### config.mk
export PLATFORM = sky130hd
export DESIGN_NAME = tile_sequencer
export DESIGN_NICKNAME = d
export VERILOG_FILES = /design/src/rtl/tile_sequencer.sv
export SDC_FILE = /design/constraint.sdc
export NUM_CORES = 1
export LEC_CHECK = 0
export ABC_AREA = 1
export BUFFER_PORTS_ARGS = -buffer_cell sky130_fd_sc_hd__buf_4
export CAP_MARGIN = 20
export CORE_MARGIN = 5
export CORE_UTILIZATION = 54
export CTS_CLUSTER_SIZE = 16
export DETAILED_ROUTE_END_ITERATION = 16
export PLACE_DENSITY = 0.81
export SYNTH_ARGS = -nofsm -noshare
export SYNTH_HDL_FRONTEND = slang
export SYNTH_SLANG_ARGS = --single-unit
### constraint.sdc
create_clock -name clk -period 2.23 [get_ports clk]
set_input_delay 0.5575 -clock clk [delete_from_list [all_inputs] [get_ports clk]]
set_output_delay 0.5575 -clock clk [all_outputs]
set_load 0.01 [all_outputs]
### src/rtl/tile_sequencer.sv
// rtl/tile_sequencer.sv - tile scheduler walking an M x N output-tile grid through load/compute/store
module tile_sequencer #(
  parameter int TILE_W = 8,
  parameter int KLEN_W = 16
) (
  input  logic                clk,
  input  logic                rst,
  input  logic                cmd_start,
  input  logic [TILE_W-1:0]   cmd_m_tiles,
  input  logic [TILE_W-1:0]   cmd_n_tiles,
  input  logic [KLEN_W-1:0]   cmd_k_len,
  output logic                busy,
  output logic                done,
  output logic                err,
  output logic [TILE_W-1:0]   tile_m,
  output logic [TILE_W-1:0]   tile_n,
  output logic [2*TILE_W-1:0] tiles_done,
  output logic                load_start,
  output logic [KLEN_W-1:0]   load_k_len,
  input  logic                load_done,
  output logic                comp_start,
  input  logic                comp_done,
  output logic                store_start,
  input  logic                store_done
);

  localparam int TD_W = 2 * TILE_W;

  typedef enum logic [2:0] {
    S_IDLE,
    S_LOAD,
    S_LOAD_WAIT,
    S_COMP,
    S_COMP_WAIT,
    S_STORE,
    S_STORE_WAIT,
    S_FIN
  } state_t;

  state_t              state_q, state_d;
  logic [TILE_W-1:0]   m_tiles_q, m_tiles_d;
  logic [TILE_W-1:0]   n_tiles_q, n_tiles_d;
  logic [KLEN_W-1:0]   k_len_q, k_len_d;
  logic [TILE_W-1:0]   tile_m_q, tile_m_d;
  logic [TILE_W-1:0]   tile_n_q, tile_n_d;
  logic [TD_W-1:0]     tiles_done_q, tiles_done_d;
  logic                err_flag_q, err_flag_d;

  logic last_n;
  logic last_m;

  assign last_n = (tile_n_q == n_tiles_q - TILE_W'(1));
  assign last_m = (tile_m_q == m_tiles_q - TILE_W'(1));

  // State register and latched job fields; rst clears everything so no done pulse follows an abort
  always_ff @(posedge clk) begin
    if (rst) begin
      state_q      <= S_IDLE;
      m_tiles_q    <= '0;
      n_tiles_q    <= '0;
      k_len_q      <= '0;
      tile_m_q     <= '0;
      tile_n_q     <= '0;
      tiles_done_q <= '0;
      err_flag_q   <= 1'b0;
    end else begin
      state_q      <= state_d;
      m_tiles_q    <= m_tiles_d;
      n_tiles_q    <= n_tiles_d;
      k_len_q      <= k_len_d;
      tile_m_q     <= tile_m_d;
      tile_n_q     <= tile_n_d;
      tiles_done_q <= tiles_done_d;
      err_flag_q   <= err_flag_d;
    end
  end

  // Next-state logic: each start state lasts one cycle, each wait state only listens to its own done
  always_comb begin
    state_d      = state_q;
    m_tiles_d    = m_tiles_q;
    n_tiles_d    = n_tiles_q;
    k_len_d      = k_len_q;
    tile_m_d     = tile_m_q;
    tile_n_d     = tile_n_q;
    tiles_done_d = tiles_done_q;
    err_flag_d   = err_flag_q;

    case (state_q)
      S_IDLE: begin
        tile_m_d = '0;
        tile_n_d = '0;
        if (cmd_start) begin
          m_tiles_d    = cmd_m_tiles;
          n_tiles_d    = cmd_n_tiles;
          k_len_d      = cmd_k_len;
          tiles_done_d = '0;
          if ((cmd_m_tiles == '0) || (cmd_n_tiles == '0) || (cmd_k_len == '0)) begin
            err_flag_d = 1'b1;
            state_d    = S_FIN;
          end else begin
            state_d = S_LOAD;
          end
        end
      end
      S_LOAD:      state_d = S_LOAD_WAIT;
      S_LOAD_WAIT: if (load_done) state_d = S_COMP;
      S_COMP:      state_d = S_COMP_WAIT;
      S_COMP_WAIT: if (comp_done) state_d = S_STORE;
      S_STORE:     state_d = S_STORE_WAIT;
      S_STORE_WAIT: begin
        if (store_done) begin
          tiles_done_d = tiles_done_q + TD_W'(1);
          if (last_n && last_m) begin
            state_d = S_FIN;
          end else if (last_n) begin
            tile_n_d = '0;
            tile_m_d = tile_m_q + TILE_W'(1);
            state_d  = S_LOAD;
          end else begin
            tile_n_d = tile_n_q + TILE_W'(1);
            state_d  = S_LOAD;
          end
        end
      end
      S_FIN: begin
        tile_m_d   = '0;
        tile_n_d   = '0;
        err_flag_d = 1'b0;
        state_d    = S_IDLE;
      end
      default: state_d = S_IDLE;
    endcase
  end

  assign busy        = (state_q != S_IDLE);
  assign done        = (state_q == S_FIN);
  assign err         = (state_q == S_FIN) && err_flag_q;
  assign load_start  = (state_q == S_LOAD);
  assign comp_start  = (state_q == S_COMP);
  assign store_start = (state_q == S_STORE);
  assign tile_m      = tile_m_q;
  assign tile_n      = tile_n_q;
  assign tiles_done  = tiles_done_q;
  assign load_k_len  = k_len_q;

endmodule

## After elaboration in Yosys (flattened, before gate mapping)

Cells that the tools add are included.

- Flip-flop bits (word level): 68
- Bits of input ports: 38
- Output and inout bits: 54
- Word-level logic and storage cells: 69

- $add $sub $neg: 5
- Eq/ne operators: 16
- Multiplexer cells: 21
- Reduce and logical (&&, ||, !) cells: 19

Operator list:

| cell | number |
|---|---|
| $mux W8 | 6 |
| $mux W16 | 2 |
| $pmux W16 S2 | 1 |
| $pmux W8 S2 | 2 |
| $pmux W3 S8 | 1 |
| $mux W3 | 6 |
| $add A16 B1 Y16 const B | 1 |
| $add A8 B1 Y8 const B | 2 |
| $eq A8 B8 Y1 | 2 |
| $logic_not A16 Y1 | 1 |
| $logic_not A8 Y1 | 2 |
| $sub A8 B1 Y8 const B | 2 |
| $ne A2 B2 Y1 const B | 7 |
| $eq A3 B3 Y1 const B | 4 |
| $reduce_and A3 Y1 | 3 |
| $reduce_and A4 Y1 | 2 |
| $eq A3 B2 Y1 const B | 2 |
| $reduce_bool A2 Y1 | 3 |
| $eq A3 B1 Y1 const B | 1 |
| $logic_not A3 Y1 | 1 |
| $reduce_bool A3 Y1 | 1 |
| $logic_and A1 B1 Y1 | 2 |
| $logic_or A1 B1 Y1 | 2 |
| $mux W1 | 2 |
| 3 further kinds | 3 |

## Longest topological paths before layout

- Depth after elaboration: 6
- Depth in mapped cells: 17
- Gate-level depth less buffers: 16

## Least setup slack after synthesis

No wires, ideal clock.

- Path kind: register to register
- Start point: reg n_tiles_q[0]
- End point: reg tile_n_q[6] (netlist: tile_n[6])
- Setup time: 116 ps
- Arrival: 1671 ps
- Data required time: 2114 ps
- Slack: 444 ps
- Cell stages (with the launch flop): 15
- Path buffers: 0
- Period minus slack after synthesis: 1786 ps
- Cell sequence: dfxtp_1 > inv_2 > ha_1 > nand2_1 > inv_1 > nor2_1 > nand2_1 > nor2_1 > nand3_1 > nor2_1 > nand3_1 > nand2_2 > nand3_4 > nand2_4 > nor2_1

- Word-level cells in the longest chain between the ends: 6
- Elaborated cells between the ends (all ways): 9
- Classes of those cells: add/sub: 1; eq/ne: 2; mux: 4; reduce/logical: 2

Ends and longest elaborated chain:

| what | line | source |
|---|---|---|
| from (decl) | 42 | `logic [TILE_W-1:0] n_tiles_q, n_tiles_d;` |
| from (signal assigned) | 69 | `n_tiles_q <= n_tiles_d;` |
| $sub A8 B1 Y8 * | 52 | `assign last_n = (tile_n_q == n_tiles_q - TILE_W'(1));` |
| $eq A8 B8 Y1 * | 52 |  |
| $mux W8 | 116 | `end else if (last_n) begin` |
| $mux W8 | 114 | `if (last_n && last_m) begin` |
| $mux W8 | 112 | `if (store_done) begin` |
| $pmux W8 S2 | 89 | `case (state_q)` |
| to (signal assigned) | 72 | `tile_n_q <= tile_n_d;` |
| to (decl) | 45 | `logic [TILE_W-1:0] tile_n_q, tile_n_d;` |

Mark *: on every way between the ends. The rest lies on a longest branch, timed or not. The select of a mux whose other input is x is not followed.
A chain may end at the register's enable or synchronous reset.

## Worst setup path in the final report

- Start point: reg n_tiles_q[0]
- End point: reg tile_n_q[5] (netlist: tile_n[5])

The elaborated chain is that of the path after synthesis.

==> impl_metrics.json <==
{
  "pwr_density_cell_mw_per_mm2": 1112,
  "dp_hpwl_um": 7305,
  "pre_cts_ws_ns": 0.08261,
  "yosysMostFrequentCell": "nand2_1",
  "synth_area_leaders": "dfxtp_1 (36%), nand2_1 (10%), nor2_1 (10%)",
  "fmax_mhz": 487.5,
  "grt_pass1_wl_um": 16200,
  "nNetsFinal": 694,
  "highest_layer": "met4",
  "synth-seq-cells": 68,
  "wl_met2_um": 4222,
  "combPwrFrac_pct": 47.6,
  "fill_cells": 578,
  "fin_ws_ns": 0.1786,
  "internal_power_mw": 2.985,
  "path_class": "flop to flop",
  "cts_root_buf": "clkbuf_8",
  "path_buf_inv": 4,
  "cp_top_family": "simple AND/OR/NAND/NOR gates",
  "synth.net_count": 597,
  "seqPwrFrac_pct": 32.9,
  "drt-total-wl_um": 9631,
  "p_leak_nw": 2.190,
  "drv_slew": 0,
  "grt.total_usage_pct": 23.03,
  "via_per_inst": 5.283,
  "yosysWarningCount": 0,
  "initial_core_util_pct": 55.43,
  "multi_input_area_mm2": 0.002098,
  "finalCritPeriodShare_pct": 91.99,
  "cp.arrival_ns": 2.33,
  "clockBufferDepth": 2,
  "cp_max_fo": 10,
  "utilization_pct": 70.20,
  "gr-total-overflow": 0,
  "synth_async_sr_flop_share_pct": 0,
  "num_vias": 3888,
  "rsz0062_at_grt": "yes",
  "numCtsBuffers": 9,
  "grt_max_degree": 35,
  "cts_hold_buf": 0,
  "netlist-cell-type-count": 37,
  "numClockSinks": 68,
  "syn_avg_cell_area_um2": 6.760,
  "crit_path_max_incr_delay_ns": 0.36,
  "crit_path_top_delay_cell": "dfxtp_1",
  "dr.first_iter.drc_count": 205,
  "seq_area_mm2": 0.001363,
  "stdcell_count": 736,
  "area_growth_syn_to_layout_pct": 26.66,
  "dpl.cell_count": 717,
  "grt_pass1_vias": 3601,
  "synth-edff-count": 0,
  "core-area_mm2": 0.006756,
  "critPathRequiredTime_ns": 2.51,
  "port_buffers": 91,
  "start_kind": "flop",
  "clk_latency_ns": 0.35,
  "dr_wl_met3_um": 810,
  "yosys-top-cells-count": "nand2_1 (101), nor2_1 (100), dfxtp_1 (68)",
  "n_antenna_cell": 0,
  "route.detailed.drc": 0,
  "yosys_most_used_dff": "dfxtp_1",
  "synth_area_mm2": 0.003745,
  "endpoint_kind": "flop",
  "cts_tree": "done",
  "peakVddDrop_v": 0.0007078,
  "drive_gt1_share_pct": 23.78,
  "period_needed_ns": 2.051,
  "row_count": 30,
  "firstDrtPassIters": 5,
  "place.gp.congestion": 0.8773,
  "wl_met1_um": 4420,
  "path_cells": "inv_2, ha_1, inv_1, nand2_1, nand3_1, nand2_1, nor2_1, nand2_1, nor2_2, inv_1, nor2_1, nand2_4, buf_4, nand3_2, nand2_1, a21oi_1",
  "finClkSkew_ns": 0.008444,
  "clk_pin_slew_ns": 0.07,
  "dieArea_mm2": 0.008700,
  "switching_share_pct": 43.39,
  "yosys.area.top_type": "dfxtp_1",
  "drv_cap": 0,
  "slew-limit-headroom_pct": 74.20,
  "ant_nets": 0,
  "h-tree-depth": 3,
  "hold_viol": 0,
  "yosysTopAreaCellShare_pct": 36.35,
  "setup_viol": 0,
  "seq_area_frac_synth_pct": 36.35,
  "fp.dieH_um": 93.28,
  "p_clk_share_pct": 19.6,
  "cpMostUsedCell": "nand2_1",
  "hp-class": "input port to flop",
  "p_sw_mw": 2.288,
  "synth_cells": 554,
  "wl_per_cell_um": 13.09,
  "io_pins": 92,
  "die_w_um": 93.28,
  "antenna_found_initial": 0,
  "status": "finished, final reports clean",
  "tns_ns": 0,
  "tightest_slew_ns": 0.3864
}
worst min-delay path, delay by kind of cell:
family                 cells  cell delay, ns
AND/OR/NAND/NOR            2            0.11
buffers and inverters      1            0.08
placed cells by master, fill, tap and decap left out, types with 2 or more instances in the layout:
cell and instances:
nor2_2 8, clkbuf_8 11, nand3_4 2, nand2_2 4, ha_1 5, o21ai_0 37, nand3b_1 2, nand2_4 5
nand4_1 15, nor4_1 11, nor3b_1 2, inv_1 49, nor2_1 100, inv_2 9, nor3_1 12, nor3_4 2
o21ai_1 7, clkinv_2 3, nor2_4 2, nand3_1 31, dfxtp_1 67, nand2_1 101, a21oi_2 2, xnor2_1 8
buf_4 100, a21oi_1 37, a211oi_1 2, xor2_1 10, nand3_2 3
power groups by stage:
stage               Clock (mW)  Combinational [mW]  Sequential [mW]
floorplan                    0                1.72             1.78
global placement             0                2.40             1.74
detailed placement           0                2.48             1.75
CTS                       1.05                2.50             1.73
global route              1.11                2.83             1.77
finish                    1.03                2.51             1.73
cell type report:
| cell class | instances | area share [%] |
|---|---|---|
| inverter | 60 | 4.827 |
| clock buffer | 12 | 3.271 |
| clock inverter | 4 | 1.002 |
| timing repair buffer | 100 | 15.83 |
| multi-input combinational | 412 | 44.24 |
| tap | 80 | 2.110 |
| sequential | 68 | 28.73 |
logic make-up after synthesis:
family	count (synthesis)	synth area share [%]
buffers and inverters	74	7.885
XOR/XNOR	18	4.210
flip-flops	68	36.35
AO/OA/AOI/OAI	86	11.89
adder cells (fa/ha/maj)	5	1.671
AND/OR/NAND/NOR	303	37.99
routing by layer:
layer	vias up	GRT usage [%]
li1	2014	-
met1	1723	30.60
met2	136	35.32
met3	15	6.999
met4	0	8.059
met5	-	0
stage by stage:
step / hold WS [ns] / cell area, um2 / power (mW)
5_1_grt: 0.4391 / 4743 / 5.709
6_report: 0.4401 / 4743 / 5.274
3_5_place_dp: 0.4712 / 4507 / 4.229
2_1_floorplan: 0.4479 / 3745 / 3.500
4_1_cts: 0.4336 / 4710 / 5.277
3_3_place_gp: 0.4732 / 4507 / 4.142
path summary, 6_finish.rpt:
path	from	to	slack, ns	cells after the start
min	cmd_k_len[6]	load_k_len[6]$_SDFFE_PP0P_	0.44	3
max	n_tiles_q[0]$_SDFFE_PP0P_	tile_n[5]$_SDFFE_PP0P_	0.18	16
max reg2reg	n_tiles_q[0]$_SDFFE_PP0P_	tile_n[5]$_SDFFE_PP0P_	0.18	16
min reg2reg	tiles_done[14]$_SDFFE_PP0P_	tiles_done[14]$_SDFFE_PP0P_	0.49	1
sequential cells by signal, summed over array words and instances, names as in the netlist:
register and cells:
tile_m 8, m_tiles_q 8, state_q 3, tile_n 8
tiles_done 16, err_flag_q 1, load_k_len 16, n_tiles_q 8
timing repair:
| action | CTS | global route |
|---|---|---|
| buffers inserted | 0 | 3 |
| endpoints found under the setup margin | 0 | 16 |
| resized for setup | 0 | 3 |
(Power assumes the default switching activity.)
